<file path="src/rtl/cs_frame_ctrl.sv">
`default_nettype none
// ============================================================================
//  Module      : cs_frame_ctrl
//  Description : Frame sequencer for the 9-tap CS smoothing core. On start it
//                clears the core, streams frame_len samples from the sample
//                memory into the core (one per clock, no gaps), and writes one
//                result word per complete WIN-sample window to the result
//                memory.
//  Ports       : clk, reset          - clock, async active-high reset
//                start, frame_len    - frame request + length (IDLE only)
//                abort               - cancel the frame in progress
//                busy, done, err     - status (done is a one-cycle pulse)
//                mem_rd/addr/data    - sample memory (1-cycle read latency)
//                core_clr, x_out     - core clear and sample stream
//                y_in                - core output
//                res_wr/addr/data    - result memory write port
//  Revision    : 1.0 - initial release
// ============================================================================
module cs_frame_ctrl #(
    parameter int ADDR_W = 10,
    parameter int WIN    = 9
) (
    input  logic              clk,
    input  logic              reset,
    input  logic              start,
    input  logic              abort,
    input  logic [ADDR_W-1:0] frame_len,
    output logic              busy,
    output logic              done,
    output logic              err,
    output logic              mem_rd,
    output logic [ADDR_W-1:0] mem_addr,
    input  logic [7:0]        mem_data,
    output logic              core_clr,
    output logic [7:0]        x_out,
    input  logic [9:0]        y_in,
    output logic              res_wr,
    output logic [ADDR_W-1:0] res_addr,
    output logic [9:0]        res_data
);

    localparam logic [ADDR_W-1:0] c_WIN    = ADDR_W'(WIN);
    localparam logic [ADDR_W-1:0] c_WIN_M1 = ADDR_W'(WIN - 1);
    localparam logic [ADDR_W-1:0] c_ONE    = ADDR_W'(1);

    typedef enum logic [1:0] {
        S_IDLE  = 2'd0,
        S_CLR   = 2'd1,
        S_RUN   = 2'd2,
        S_DRAIN = 2'd3
    } state_t;

    state_t              r_state, w_state_nxt;
    logic [ADDR_W-1:0]   r_len, w_len_nxt;
    logic                r_busy, w_busy_nxt;
    logic                r_done, w_done_nxt;
    logic                r_err, w_err_nxt;
    logic                r_core_clr, w_core_clr_nxt;
    logic                r_mem_rd, w_mem_rd_nxt;
    logic [ADDR_W-1:0]   r_mem_addr, w_mem_addr_nxt;
    logic                w_flush;

    // Valid/index pipe following each sample: v1 = data on mem_data,
    // v2 = sample on x_out, v3 = core output for that sample on y_in.
    logic                r_v1, r_v2, r_v3;
    logic [ADDR_W-1:0]   r_idx1, r_idx2, r_idx3;
    logic [7:0]          r_x_out;
    logic                r_res_wr;
    logic [ADDR_W-1:0]   r_res_addr;
    logic [9:0]          r_res_data;
    logic                w_win_full;

    // ------------------------------------------------------------------
    // FSM state register
    // ------------------------------------------------------------------
    always_ff @(posedge clk or posedge reset) begin
        if (reset) begin
            r_state    <= S_IDLE;
            r_len      <= '0;
            r_busy     <= 1'b0;
            r_done     <= 1'b0;
            r_err      <= 1'b0;
            r_core_clr <= 1'b0;
            r_mem_rd   <= 1'b0;
            r_mem_addr <= '0;
        end else begin
            r_state    <= w_state_nxt;
            r_len      <= w_len_nxt;
            r_busy     <= w_busy_nxt;
            r_done     <= w_done_nxt;
            r_err      <= w_err_nxt;
            r_core_clr <= w_core_clr_nxt;
            r_mem_rd   <= w_mem_rd_nxt;
            r_mem_addr <= w_mem_addr_nxt;
        end
    end

    // ------------------------------------------------------------------
    // FSM next state; produces the next value of every registered output
    // ------------------------------------------------------------------
    always_comb begin
        w_state_nxt    = r_state;
        w_len_nxt      = r_len;
        w_busy_nxt     = r_busy;
        w_done_nxt     = 1'b0;
        w_err_nxt      = r_err;
        w_core_clr_nxt = 1'b0;
        w_mem_rd_nxt   = 1'b0;
        w_mem_addr_nxt = '0;
        w_flush        = 1'b0;

        case (r_state)
            S_IDLE: begin
                w_busy_nxt = 1'b0;
                if (start) begin
                    if (frame_len >= c_WIN) begin
                        w_state_nxt    = S_CLR;
                        w_len_nxt      = frame_len;
                        w_err_nxt      = 1'b0;
                        w_busy_nxt     = 1'b1;
                        w_core_clr_nxt = 1'b1;
                    end else begin
                        // Too short for a single window: reject at once.
                        w_err_nxt  = 1'b1;
                        w_done_nxt = 1'b1;
                    end
                end
            end
            S_CLR: begin
                if (abort) begin
                    w_state_nxt = S_IDLE;
                    w_busy_nxt  = 1'b0;
                    w_flush     = 1'b1;
                end else begin
                    w_state_nxt    = S_RUN;
                    w_mem_rd_nxt   = 1'b1;
                    w_mem_addr_nxt = '0;
                end
            end
            S_RUN: begin
                if (abort) begin
                    w_state_nxt = S_IDLE;
                    w_busy_nxt  = 1'b0;
                    w_flush     = 1'b1;
                end else if (r_mem_addr == r_len - c_ONE) begin
                    w_state_nxt = S_DRAIN;
                end else begin
                    w_mem_rd_nxt   = 1'b1;
                    w_mem_addr_nxt = r_mem_addr + c_ONE;
                end
            end
            S_DRAIN: begin
                if (abort) begin
                    w_state_nxt = S_IDLE;
                    w_busy_nxt  = 1'b0;
                    w_flush     = 1'b1;
                end else if (!r_v1 && !r_v2 && !r_v3) begin
                    // Pipe empty: the last result write is on the port now.
                    w_state_nxt = S_IDLE;
                    w_busy_nxt  = 1'b0;
                    w_done_nxt  = 1'b1;
                end
            end
            default: begin
                w_state_nxt = S_IDLE;
                w_busy_nxt  = 1'b0;
                w_flush     = 1'b1;
            end
        endcase
    end

    // ------------------------------------------------------------------
    // Data path: sample in, result out. Only samples at index >= WIN-1
    // close a full window and produce a result write.
    // ------------------------------------------------------------------
    assign w_win_full = r_v3 && (r_idx3 >= c_WIN_M1);

    always_ff @(posedge clk or posedge reset) begin
        if (reset) begin
            r_v1       <= 1'b0;
            r_v2       <= 1'b0;
            r_v3       <= 1'b0;
            r_idx1     <= '0;
            r_idx2     <= '0;
            r_idx3     <= '0;
            r_x_out    <= '0;
            r_res_wr   <= 1'b0;
            r_res_addr <= '0;
            r_res_data <= '0;
        end else if (w_flush) begin
            r_v1       <= 1'b0;
            r_v2       <= 1'b0;
            r_v3       <= 1'b0;
            r_idx1     <= '0;
            r_idx2     <= '0;
            r_idx3     <= '0;
            r_x_out    <= '0;
            r_res_wr   <= 1'b0;
            r_res_addr <= '0;
            r_res_data <= '0;
        end else begin
            r_v1       <= r_mem_rd;
            r_idx1     <= r_mem_addr;
            r_v2       <= r_v1;
            r_idx2     <= r_idx1;
            r_x_out    <= r_v1 ? mem_data : 8'd0;
            r_v3       <= r_v2;
            r_idx3     <= r_idx2;
            r_res_wr   <= w_win_full;
            r_res_addr <= w_win_full ? (r_idx3 - c_WIN_M1) : '0;
            r_res_data <= w_win_full ? y_in : 10'd0;
        end
    end

    assign busy     = r_busy;
    assign done     = r_done;
    assign err      = r_err;
    assign mem_rd   = r_mem_rd;
    assign mem_addr = r_mem_addr;
    assign core_clr = r_core_clr;
    assign x_out    = r_x_out;
    assign res_wr   = r_res_wr;
    assign res_addr = r_res_addr;
    assign res_data = r_res_data;

endmodule
`default_nettype wire

</file>
<file path="config.mk">
export PLATFORM = sky130hd
export DESIGN_NAME = cs_frame_ctrl
export DESIGN_NICKNAME = d
export VERILOG_FILES = /design/src/rtl/cs_frame_ctrl.sv
export SDC_FILE = /design/constraint.sdc
export NUM_CORES = 1
export LEC_CHECK = 0
export BUFFER_PORTS_ARGS = -buffer_cell sky130_fd_sc_hd__buf_2
export CORE_MARGIN = 5
export CORE_UTILIZATION = 58
export CTS_CLUSTER_SIZE = 16
export DETAILED_ROUTE_END_ITERATION = 16
export PLACE_DENSITY = 0.93
export SETUP_SLACK_MARGIN = 0.1
export SYNTH_ARGS = -nofsm -noshare
export SYNTH_HDL_FRONTEND = slang
export SYNTH_SLANG_ARGS = --single-unit
</file>
<file path="constraint.sdc">
create_clock -name clk -period 6.4 [get_ports clk]
set_input_delay 0.64 -clock clk [delete_from_list [all_inputs] [get_ports clk]]
set_output_delay 0.64 -clock clk [all_outputs]
set_load 0.02 [all_outputs]
</file>
==> impl_summary.md <==
Die
Measured along the x axis, the die boundary spans 89.2 µm. The floorplan step defined a die boundary enclosing 7950 µm². The height of the die is 89.2 µm. The initial utilization of the core area, before any placement, comes to 0.607. The number of rows in the core area is 28. The region available for standard cell placement spans 5990 µm². The number of top-level pins is 76.

Clock network
The clock latency on the worst-skew pair is 350 ps. The tree is rooted in a sky130_fd_sc_hd__clkbuf_8. After clock tree synthesis, the setup repair step added 0 buffers. Once the clock tree was built, the resizer swapped 0 gates to a different size. The tree built by TritonCTS fans out to 89 sinks. The number of levels the H-tree was split into is 3. In this run the deepest clock path goes through 2 buffers. The clock-pin slew on the worst setup and hold paths is 90 ps. TritonCTS built the clock tree.

The number of CTS-inserted buffers is 9. The number of hold buffers added after CTS was 0.

STA
Derived from the worst setup path, the maximum achievable clock frequency is 427 MHz. For the final database, setup skew stands at 7.15 ps. The count of final hold-check violations came to 0.

After layout, the minimum clock period comes to 2340 ps. The number of max-slew violations in the final report is 0. The slew at the pin closest to its max-slew limit is 1060 ps.

Setup repair after global routing left no endpoint under its margin. The max-slew headroom at the worst pin is 0.292. The setup-violating endpoint count in the final report is 0. Adding up every negative setup slack in the final design gives 0 ps. The part of the cycle the worst path needs is 0.366.

Synth
The proportion of synthesized chip area in sequential cells is 0.613. The share of flip-flops with an asynchronous set or reset after synthesis is 1.00. The synthesized design contains 89 register bits. The number of nets in the synthesized netlist is 342. Yosys mapped a number of flops with a built-in enable equal to 0. The post-synthesis average cell area is 12.0 µm².

The total of warnings raised by yosys is 0. The synthesized netlist contains 41 unique library cells. The netlist area before placement is 3630 µm². Synthesis produced a netlist whose cell count is 302. The predominant post-synthesis flop cell is sky130_fd_sc_hd__dfrtp_1.

Setup path
The cell family with the largest share of critical-path delay is simple AND/OR/NAND/NOR gates. Walking the worst path, the cells encountered are nor4_2 -> nand3_1 -> xnor2_1 -> o41ai_2 -> and2_1 -> a21boi_0. The worst setup path is captured at a flop. The critical path's largest stage delay is 460 ps. At the worst endpoint, the required time is 6610 ps.

The largest individual stage delay along the critical path comes from the cell sky130_fd_sc_hd__dfrtp_1. The slack of the worst reg-to-reg path is 4060 ps. The critical path data arrival time is 2560 ps. The count of buffer and inverter cells on the critical path is 0. In this run the worst path has a maximum fanout of 12. The count of cells along the worst register-to-register path is 6. The kind of launch point of the worst setup path is a flop. The path length in cells of the critical path is 6. By startpoint and endpoint, the worst setup path is classified as reg -> reg.

Cells and area
The fraction of final layout cells with drive strength greater than 1 is 0.285. The number of inserted diodes is 0. The final layout contains 421 nets. The storage element area is 2230 µm². The number of cells in the finished layout apart from fillers is 461. Leaving out fill and tap cells, the most frequent cells in the layout are sky130_fd_sc_hd__dfrtp_1, sky130_fd_sc_hd__buf_2, sky130_fd_sc_hd__and2_1, sky130_fd_sc_hd__nor2_1, sky130_fd_sc_hd__xor2_1. The layout-stage area growth over the synthesis result is 17.0%. The area of the multi-input gates is 1320 µm². The commonest non-fill, non-tap cell in the layout is sky130_fd_sc_hd__dfrtp_1.

The filler cells instantiated in the layout total 425.

GRT
The via count of the first global-routing pass is 2443. The sum of overflow across all layers after global routing is 0. Entering global routing, the biggest net connects 90 pins. The overall routing resource usage is 0.178. The wire length of the first global-routing pass is 10700 µm. The initial antenna violation count is 0.

Drt
The final route contains 2321 vias. After the first detailed-routing iteration, the DRC count stood at 100. After detailed routing, the average wire length per cell comes to 13.8 µm.

The count of nets left with antenna violations once routing finished came out at 0. The routed wire length is 6370 µm. The average via count per standard cell is 5.03. The number of iterations in the first detailed-routing pass is 4. For this run, design rule violations remaining after detail routing come to 0.

Flow run
The tool flagged a number of max-cap violations equal to 0.

Outcome
The run finished with clean final reports.

Pwr
The internal portion of the total power is 934 µW. The part of the total power dissipated in combinational logic is 0.254. Of the total power, the share spent switching nets is 0.332. For this design the ratio of total power to cell area is 329 nW/µm². The share of total power dissipated in sequential elements is 0.501. The share of total power dissipated in the clock network is 0.245. For this design the total switching power over the nets is 464 µW. In this run the static leakage power is 0.00227 µW. The maximum vdd drop is 212 µV.

Placed design
Input and output buffers added on the ports amount to 75. Detailed placement finished with a half-perimeter wire length of 4540 µm. The placed cell count is 445. The final weighted congestion in routability-driven placement is 0.841.

Hold path
Counting instances, the worst hold path has a depth of 1. The class of the worst hold path is reg -> reg.
-- path summary, 6_finish.rpt --
| path | startpoint | to |
|---|---|---|
| worst max-delay path | r_len[2]$_DFFE_PP0P_ | mem_rd$_DFF_PP0_ |
| worst min-delay path | r_idx3[3]$_DFF_PP0_ | res_addr[3]$_DFF_PP0_ |
| worst max register to register | r_len[2]$_DFFE_PP0P_ | mem_rd$_DFF_PP0_ |
| worst min register to register | r_idx3[3]$_DFF_PP0_ | res_addr[3]$_DFF_PP0_ |
| max in group asynchronous | reset | r_idx1[8]$_DFF_PP0_ |
| min in group asynchronous | reset | x_out[1]$_DFF_PP0_ |
-- power groups by stage --
stage | Sequential [µW] | Combinational [µW] | Clock [µW]
4_1_cts | 700 | 358 | 357
3_3_place_gp | 704 | 340 | 0
5_1_grt | 711 | 402 | 381
6_report | 700 | 354 | 342
3_5_place_dp | 712 | 356 | 0
2_1_floorplan | 715 | 258 | 0
-- synthesized netlist by cell type (2+ instances only) --
library cell               count  share of area
sky130_fd_sc_hd__and2_1       47          0.081
sky130_fd_sc_hd__a21oi_1       4         0.0055
sky130_fd_sc_hd__nand3_1       9          0.012
sky130_fd_sc_hd__xnor2_1      12          0.029
sky130_fd_sc_hd__clkbuf_1      6         0.0062
sky130_fd_sc_hd__nand2_1      12          0.012
sky130_fd_sc_hd__nor2_1       30          0.031
sky130_fd_sc_hd__a31oi_1       4         0.0069
sky130_fd_sc_hd__nand3b_1      2         0.0041
sky130_fd_sc_hd__and3_1        9          0.015
sky130_fd_sc_hd__ha_1          8          0.028
sky130_fd_sc_hd__nand4_1       2         0.0034
sky130_fd_sc_hd__nor3b_1       2         0.0041
sky130_fd_sc_hd__o21ai_0       3         0.0041
sky130_fd_sc_hd__dfrtp_1      89           0.61
sky130_fd_sc_hd__inv_1        10          0.010
sky130_fd_sc_hd__mux2_2        8          0.025
sky130_fd_sc_hd__nor2b_1       2         0.0034
sky130_fd_sc_hd__nand2b_1      4         0.0069
sky130_fd_sc_hd__xor2_1       14          0.034
sky130_fd_sc_hd__nor3_1        4         0.0055
sky130_fd_sc_hd__buf_6         2         0.0062
-- through the flow --
stage	setup slack [ps]	cell area [µm²]	utilization	total power [µW]	hold WS, ps
2_1_floorplan	3450	3630	-	973	403
3_3_place_gp	4160	4070	0.679	1040	412
3_5_place_dp	4050	4070	0.679	1070	414
4_1_cts	4040	4250	0.709	1420	428
5_1_grt	3810	4250	0.709	1490	455
6_report	4060	4250	0.709	1400	429
-- layout make-up --
cell class | instances | share of cell area
clock buffers | 10 | 0.0324
clock inverters | 6 | 0.0103
inverters | 11 | 0.0100
multi-input cells | 193 | 0.309
flip-flops and latches | 89 | 0.524
well taps | 75 | 0.0221
repair buffers | 77 | 0.0918
-- cell families (layout without fill, tap and decap cells) --
family / count (synthesis) / count (layout) / synth area share
AOI/OAI and AO/OA: 19 / 19 / 0.0424
xor gates and xnor gates: 26 / 26 / 0.0627
adders and majority gates: 8 / 8 / 0.0275
buffers and inverters: 20 / 104 / 0.0251
DFF: 89 / 89 / 0.613
muxes: 8 / 8 / 0.0248
and+or+nand+nor: 132 / 132 / 0.205
-- per-layer routing --
metal	vias to the layer above	routed length (µm)	global-route usage
met3	4	445	0.0507
met2	60	3320	0.319
met1	1106	2580	0.203
met4	0	29	0.0650
met5	-	0	0
li1	1151	-	-
-- registers in the layout, indices dropped and copies added, names as in the netlist, 2 cells and up --
register and count:
r_idx2 10, r_len 10, res_data 10, mem_addr 10, r_idx3 10, x_out 8, r_idx1 10, r_state 2
res_addr 10
-- worst register-to-register path, delay by kind of cell (launching register included) --
family	cells	cell delay, ps
AO/OA/AOI/OAI	2	560
AND/OR/NAND/NOR	3	1030
XOR/XNOR	1	170
flip-flops	1	460
No activity file was read; power rests on OpenSTA's default activity.
